`src/rtl/bank_cmd_sched.sv`:
```
// bank_cmd_sched: in-order request FIFO feeding a single-bank command FSM.
// Writes issue a one-cycle w_en then one wait cycle; reads issue a one-cycle
// r_en, wait two sense cycles, then capture sa_dout as the response.
// Optional macro BANK_CMD_SCHED_FWD_EN adds read-after-write forwarding of the
// most recently written address/data, bypassing the bank for matching reads.
module bank_cmd_sched #(
   parameter int ADDR_W = 6,
   parameter int DATA_W = 8,
   parameter int DEPTH  = 4
) (
   input  logic              clk,
   input  logic              rst_n,
   input  logic              req_valid,
   output logic              req_ready,
   input  logic              req_we,
   input  logic [ADDR_W-1:0] req_addr,
   input  logic [DATA_W-1:0] req_wdata,
   output logic              w_en,
   output logic              r_en,
   output logic [ADDR_W-1:0] bank_addr,
   output logic [DATA_W-1:0] bank_wdata,
   input  logic [DATA_W-1:0] sa_dout,
   output logic              rsp_valid,
   output logic [DATA_W-1:0] rsp_rdata,
   output logic              busy
);

   localparam int PTR_W = $clog2(DEPTH);
   localparam logic [PTR_W:0] FULL_CNT = (PTR_W+1)'(DEPTH);

   typedef enum logic [2:0] {
      IDLE,
      WR,
      WR_WAIT,
      RD,
      SENSE1,
      SENSE2,
      CAPTURE
   } state_t;

   state_t            r_state;
   logic [ADDR_W-1:0] r_fifoAddr [DEPTH];
   logic [DATA_W-1:0] r_fifoData [DEPTH];
   logic [DEPTH-1:0]  r_fifoWe;
   logic [PTR_W-1:0]  r_wrPtr;
   logic [PTR_W-1:0]  r_rdPtr;
   logic [PTR_W:0]    r_count;

   logic              w_full;
   logic              w_empty;
   logic              w_push;
   logic              w_pop;
   logic [ADDR_W-1:0] w_headAddr;
   logic [DATA_W-1:0] w_headData;
   logic              w_headWe;

`ifdef BANK_CMD_SCHED_FWD_EN
   logic              r_fwdValid;
   logic [ADDR_W-1:0] r_fwdAddr;
   logic [DATA_W-1:0] r_fwdData;
   logic              r_fwdHit;
`endif

   assign w_full     = (r_count == FULL_CNT);
   assign w_empty    = (r_count == '0);
   assign req_ready  = !w_full;
   assign w_push     = req_valid && !w_full;
   assign w_pop      = (r_state == IDLE) && !w_empty;
   assign w_headAddr = r_fifoAddr[r_rdPtr];
   assign w_headData = r_fifoData[r_rdPtr];
   assign w_headWe   = r_fifoWe[r_rdPtr];
   assign busy       = !w_empty || (r_state != IDLE);

   // FIFO payload storage; contents are don't-care while the count says empty
   always_ff @(posedge clk) begin
      if (w_push) begin
         r_fifoAddr[r_wrPtr] <= req_addr;
         r_fifoData[r_wrPtr] <= req_wdata;
         r_fifoWe[r_wrPtr]   <= req_we;
      end
   end

   // FIFO pointers and occupancy; a simultaneous push and pop leaves the count alone
   always_ff @(posedge clk or negedge rst_n) begin
      if (!rst_n) begin
         r_wrPtr <= '0;
         r_rdPtr <= '0;
         r_count <= '0;
      end else begin
         if (w_push) begin
            r_wrPtr <= r_wrPtr + PTR_W'(1);
         end
         if (w_pop) begin
            r_rdPtr <= r_rdPtr + PTR_W'(1);
         end
         case ({w_push, w_pop})
            2'b10:   r_count <= r_count + (PTR_W+1)'(1);
            2'b01:   r_count <= r_count - (PTR_W+1)'(1);
            default: r_count <= r_count;
         endcase
      end
   end

   // Command FSM with registered strobes, held bank operands and read response
   always_ff @(posedge clk or negedge rst_n) begin
      if (!rst_n) begin
         r_state    <= IDLE;
         w_en       <= 1'b0;
         r_en       <= 1'b0;
         rsp_valid  <= 1'b0;
         rsp_rdata  <= '0;
         bank_addr  <= '0;
         bank_wdata <= '0;
`ifdef BANK_CMD_SCHED_FWD_EN
         r_fwdValid <= 1'b0;
         r_fwdAddr  <= '0;
         r_fwdData  <= '0;
         r_fwdHit   <= 1'b0;
`endif
      end else begin
         w_en      <= 1'b0;
         r_en      <= 1'b0;
         rsp_valid <= 1'b0;
         case (r_state)
            IDLE: begin
               if (w_pop) begin
                  bank_addr  <= w_headAddr;
                  bank_wdata <= w_headData;
                  if (w_headWe) begin
                     r_state <= WR;
                     w_en    <= 1'b1;
`ifdef BANK_CMD_SCHED_FWD_EN
                     r_fwdValid <= 1'b1;
                     r_fwdAddr  <= w_headAddr;
                     r_fwdData  <= w_headData;
`endif
                  end
`ifdef BANK_CMD_SCHED_FWD_EN
                  else if (r_fwdValid && (r_fwdAddr == w_headAddr)) begin
                     r_state  <= CAPTURE;
                     r_fwdHit <= 1'b1;
                  end
`endif
                  else begin
                     r_state <= RD;
                     r_en    <= 1'b1;
                  end
               end
            end
            WR:      r_state <= WR_WAIT;
            WR_WAIT: r_state <= IDLE;
            RD:      r_state <= SENSE1;
            SENSE1:  r_state <= SENSE2;
            SENSE2:  r_state <= CAPTURE;
            CAPTURE: begin
               rsp_valid <= 1'b1;
`ifdef BANK_CMD_SCHED_FWD_EN
               rsp_rdata <= r_fwdHit ? r_fwdData : sa_dout;
               r_fwdHit  <= 1'b0;
`else
               rsp_rdata <= sa_dout;
`endif
               r_state   <= IDLE;
            end
            default: r_state <= IDLE;
         endcase
      end
   end

endmodule

```
`config.mk`:
```
export PLATFORM = sky130hd
export DESIGN_NAME = bank_cmd_sched
export DESIGN_NICKNAME = d
export VERILOG_FILES = /design/src/rtl/bank_cmd_sched.sv
export SDC_FILE = /design/constraint.sdc
export NUM_CORES = 1
export LEC_CHECK = 0
export BUFFER_PORTS_ARGS = -buffer_cell sky130_fd_sc_hd__buf_2
export CAP_MARGIN = 5
export CORE_AREA = 2 2 85 87
export CTS_CLUSTER_SIZE = 25
export DETAILED_ROUTE_END_ITERATION = 8
export DIE_AREA = 0 0 87 89
export GPL_TIMING_DRIVEN = 0
export PLACE_DENSITY_LB_ADDON = 0.1
export SYNTH_ARGS = -nofsm -noshare
export SYNTH_HDL_FRONTEND = slang
export SYNTH_SLANG_ARGS = --single-unit
```
`constraint.sdc`:
```
create_clock -name clk -period 5.7 [get_ports clk]
set_input_delay 0.855 -clock clk [delete_from_list [all_inputs] [get_ports clk]]
set_output_delay 0.855 -clock clk [all_outputs]
set_load 0.01 [all_outputs]
```
# After elaboration in Yosys (flattened, before gate mapping)
# Memories as Yosys holds them, arrays and structs flattened. A register that Yosys moved wholly into a read port is not among the register bits.
# Index checks and enable logic that the tools add are counted.
# op_classes
n_lt_le_gt_ge,3
n_eq_ne,9
n_reduce_logical,13
n_mux,18
add_sub_neg,4
# ops
cell,n
$pmux 3 s5,1
$eq 3x3->1 const B,4
$mux 1,11
$logic_not 3->1,2
$lt 2x3->1 const B,2
$pmux 3 s2,1
$add 2x1->2 const B,2
$bwmux 4,1
$logic_not 1->1,4
$add 3x1->3 const B,1
$eq 3x1->1 const B,1
$eq 3x2->1 const B,1
$logic_and 1x1->1,3
$mux 3,1
$reduce_bool 3->1,1
$sub 3x1->3 const B,1
$bmux 1 s2,1
$demux 1 s2,1
$eq 2x1->1 const B,1
$eq 2x2->1 const B,1
$ge 2x1->1 const B,1
$mux 2,1
$ne 2x2->1 const B,1
$reduce_and 2->1,1
other kinds (2),2
# word_totals
input_bits,26
ramBits,56
word_cells,58
output_inout_bits,27
n_memories,2
regBits,25
# mem_list
name,words,word_bits,read_ports,rd_clocked_by_memory_dff,write_ports,line,text
r_fifoData,4,8,1,1,1,43,logic [DATA_W-1:0] r_fifoData [DEPTH];
r_fifoAddr,4,6,1,1,1,42,logic [ADDR_W-1:0] r_fifoAddr [DEPTH];

# Logic depth before layout (Yosys ltp)
# depth
depth_word,5
ltp_mapped,10
depth_no_buf,9

# Least setup slack after synthesis
# OpenSTA, ideal clock, no wires.
# synth_timing
path_kind,register to register
start,register r_count[0]
end,register r_count[2]
synth_period_minus_slack_ns,2.159
arrival_ns,2.079
slack_ns,3.541
n_path_buf,0
setup_ns,0.079
path_stages_with_launch,10
required_time_ns,5.621
path_cell_list,dfrtp_1 or3b_1 and2_1 inv_1 ha_1 inv_1 fa_1 xor2_1 nor2_1 xor2_1
# synth_between
elab_chain_cells,5
word_cells_on_any_way,12
cone_classes,2 x add/sub; 3 x eq/ne; 1 x mux; 6 x reduce/logical
# synth_rtl
item,line,text
start: declaration,47,logic [PTR_W:0] r_count;
start signal: assignment,97,2'b10: r_count <= r_count + (PTR_W+1)'(1);
start signal: assignment,98,2'b01: r_count <= r_count - (PTR_W+1)'(1);
start signal: assignment,99,default: r_count <= r_count;
$eq 3x3->1 (*),64,assign w_full = (r_count == FULL_CNT);
$logic_not 1->1 (*),-,
via req_ready,14,"output logic req_ready,"
$logic_and 1x1->1 (*),67,assign w_push = req_valid && !w_full;
$eq 2x1->1 or $eq 2x2->1 (tied branches),96,"case ({w_push, w_pop})"
$pmux 3 s2 or $reduce_bool 2->1 (tied branches),-,
# Mark *: on every way through the listed nets, which the timed path passes. The rest lies on a longest branch.
# A chain may end at the register's enable or synchronous reset.

# Worst setup path in the final report
# layout_timing
start,register r_state[2]
end,register r_count[2]
# layout_between
elab_chain_cells,4
word_cells_on_any_way,6
cone_classes,2 x eq/ne; 1 x mux; 3 x reduce/logical
# layout_rtl
item,line,text
start: declaration,41,state_t r_state;
start signal: assignment,107,r_state <= IDLE;
start signal: assignment,130,r_state <= WR;
start signal: assignment,145,r_state <= RD;
$logic_not 3->1 (*),68,assign w_pop = (r_state == IDLE) && !w_empty;
$logic_and 1x1->1 (*),68,
$eq 2x1->1 or $eq 2x2->1 (tied branches),96,
$pmux 3 s2 or $reduce_bool 2->1 (tied branches),-,
# Every way passes the cells marked *; elsewhere a longest branch is shown, timed or not.

==> results.py <==
metrics = {
    "status": {
        "outcome": "complete, no violations",
    },
    "worst_setup_path": {
        "critPathMaxStageDelay_ps": 450,
        "slowest_stage": "dfrtp_1",
        "critPathRequiredTime_ps": 5970,
        "r2r_start": "r_state[2]",
        "path_class": "flip-flop to flip-flop",
        "critPathLaunchType": "flip-flop",
        "crit_arrival_ps": 2670,
        "crit_chain": "nor3_2 > nand2_2 > buf_4 > inv_1 > ha_1 > inv_1 > fa_1 > xor2_1 > nor2_1 > xor2_1",
        "path_delay_family": "simple AND/OR/NAND/NOR gates",
        "path_buf_inv": 3,
        "r2r_setup_slack_ps": 3300,
        "r2r_end": "r_count[2]",
        "reg2regPathDepth": 10,
        "crit_path_end_kind": "flip-flop",
        "cp_max_fo": 10,
    },
    "clocking": {
        "cts_sinks": 95,
        "tritoncts": "built",
        "numCtsBuffers": 9,
        "hold_buffers": 0,
        "cts_setup_buffers": 0,
        "cts_resized": 0,
        "cts_root_buf": "clkbuf_8",
        "clock_path_buffers": 2,
        "clock_latency_ps": 350,
        "clk_pin_slew_ps": 90,
        "cts_htree_levels": 3,
    },
    "timing": {
        "fin_crit_sh": 0.421,
        "setup_tns_ps": 0,
        "fin_ws_ps": 3300,
        "hold_slack_ps": 503,
        "max_slew_margin": 0.436,
        "slew_viol_final": 0,
        "fmax_ghz": 0.416,
        "worst_slew_pin_slew_ps": 846,
        "period_minus_slack_ps": 2400,
        "hold_viol": 0,
        "clock_skew_ps": 12.7,
        "rsz0062_at_grt": "false",
        "setup_viol": 0,
    },
    "layout": {
        "final_nets": 277,
        "final_util": 0.632,
        "synthToLayoutAreaGrowth_pct": 16.6,
        "fillers": 516,
        "diodes": 0,
        "drive_gt1_frac": 0.420,
    },
    "place": {
        "gp_congestion": 0.694,
        "pre_cts_ws_ps": 3290,
        "io_buffers": 52,
        "dp_hpwl_um": 3520,
    },
    "global_route": {
        "grt_pass1_vias": 1805,
        "globalRouteTotalUtil": 0.168,
        "grt_pass1_wl_um": 9210,
        "antenna_found_initial": 0,
        "gr-total-overflow": 0,
        "grt_max_degree": 36,
    },
    "worst_hold_path": {
        "min_from": "r_count[2]",
        "hold_path_class": "flip-flop to flip-flop",
        "hold_end": "r_count[2]",
        "min_delay_path_depth": 1,
    },
    "floorplanning": {
        "core.rowCount": 30,
        "die-area_um2": 7740,
        "pin_count": 53,
        "initial_utilization": 0.542,
        "core_area_um2": 6720,
        "die_w_um": 87,
        "die_height_um": 89,
    },
    "logic_synthesis": {
        "synth_flop_cell": "edfxtp_1",
        "synth_compound_area_frac": 0.00138,
        "synthMuxAreaShare": 0.176,
        "synth.yosys.seq_area_share": 0.736,
        "synth-simple-area-share": 0.0313,
        "synth.top_cell.area_share": 0.495,
        "ys_warn_count": 0,
        "synth_edf_count": 60,
        "yosysMostFrequentCell": "edfxtp_1",
        "syn_area_per_cell_um2": 20.0,
        "synth_adder_area_share": 0.0227,
        "yosysTopAreaCell": "edfxtp_1",
        "synth_cells": 182,
        "syn_nets": 214,
        "synthDistinctLibCells": 26,
        "synth-xor-area-share": 0.0144,
        "yosys_register_bits": 95,
        "synth_area_um2": 3640,
        "synthArstFlopShare": 0.368,
        "synthTopCellsByCount": "edfxtp_1 (60), dfrtp_1 (35), mux2_2 (23)",
        "synth_top_family_by_area": "multiplexers",
        "synth_area_leaders": "edfxtp_1 (50%), dfrtp_1 (24%), mux2_2 (7.1%)",
    },
    "detailed_routing": {
        "num_vias": 1750,
        "first_iter_violations": 79,
        "first_pass_iters": 4,
        "viasPerCell": 5.30,
        "wl_um": 5680,
        "ant_nets": 0,
        "route.detailed.drc": 0,
        "wire_per_inst_um": 17.2,
    },
    "flow_run": {
        "cap_violations": 0,
    },
    "power": {
        "power_density_nw_per_um2": 548,
        "power.total_w": 0.00232,
        "p_leak_nw": 1.71,
        "ir_drop_v": 0.000227,
    },
}
[report_power, final]
| group | leakage [nW] | internal (W) | switching [W] |
|---|---|---|---|
| clock | 0.121 | 0.000296 | 0.000230 |
| sequential | 0.966 | 0.000961 | 0.0000884 |
| combinational | 0.622 | 0.000382 | 0.000367 |
[placed cells by master (no fill, tap or decap), drive strengths merged]
cell type and instances:
a21oi 1, and2 1, and3 5, buf 56, bufinv 3, clkbuf 11, clkinv 1, dfrtp 35
edfxtp 60, fa 1, ha 5, inv 11, mux2 23, mux2i 2, mux4 15, nand2 3
nand3 2, nor2 3, nor3 3, or3 2, or3b 1, xnor2 4, xor2 2
[worst max-delay path by stage]
stage	endpoint	cells past startpoint	startpoint	slack, ps
2_1_floorplan	r_count[2]	9	r_count[0]	3540
3_3_place_gp	r_count[2]	10	r_state[2]	3300
3_5_place_dp	r_count[2]	10	r_state[2]	3290
4_1_cts	r_count[2]	10	r_state[2]	3250
5_1_grt	r_count[2]	10	r_state[2]	3040
6_report	r_count[2]	10	r_state[2]	3300
[through the flow]
stage	area [µm²]	cells
5_1_grt	4240	330
6_report	4240	330
3_3_place_gp	4000	314
2_1_floorplan	3640	182
3_5_place_dp	4000	314
4_1_cts	4240	330
[flip-flops by register name, indices dropped and copies added (netlist names)]
| signal | count |
|---|---|
| rsp_rdata | 8 |
| bank_addr | 6 |
| rsp_valid | 1 |
| r_wrPtr | 2 |
| r_fifoAddr | 24 |
| r_state | 3 |
| r_fifoWe | 4 |
| w_en | 1 |
| r_en | 1 |
| r_rdPtr | 2 |
| r_fifoData | 32 |
| bank_wdata | 8 |
| r_count | 3 |
[final cells by class]
class	instances	area, µm²	share of cell area
Sequential cell	95	2680	0.631
Buffer	5	35.0	0.00825
Timing Repair Buffer	52	260	0.0613
Inverter	9	33.8	0.00796
Tap cell	80	100	0.0236
Clock inverter	6	116	0.0274
Multi-Input combinational cell	73	893	0.210
Clock buffer	10	128	0.0301
[kinds of logic (layout without fill, tap and decap cells)]
kind of cell	count (synthesis)	after routing
AOI/OAI and AO/OA	1	1
and+or+nand+nor	20	20
buffers and inverters	14	82
xor gates and xnor gates	6	6
muxes	40	40
adders and majority gates	6	6
DFF	95	95
[metal layers]
metal,GRT usage,share of wire,wire [µm],vias to the layer above
met2,0.282,0.51,2900,42
li1,-,-,-,826
met3,0.0406,0.040,228,10
met4,0.0810,0.019,110,0
met1,0.208,0.43,2440,872
met5,0,0,0,-
Note: power is estimated with default switching activity, not from simulation.
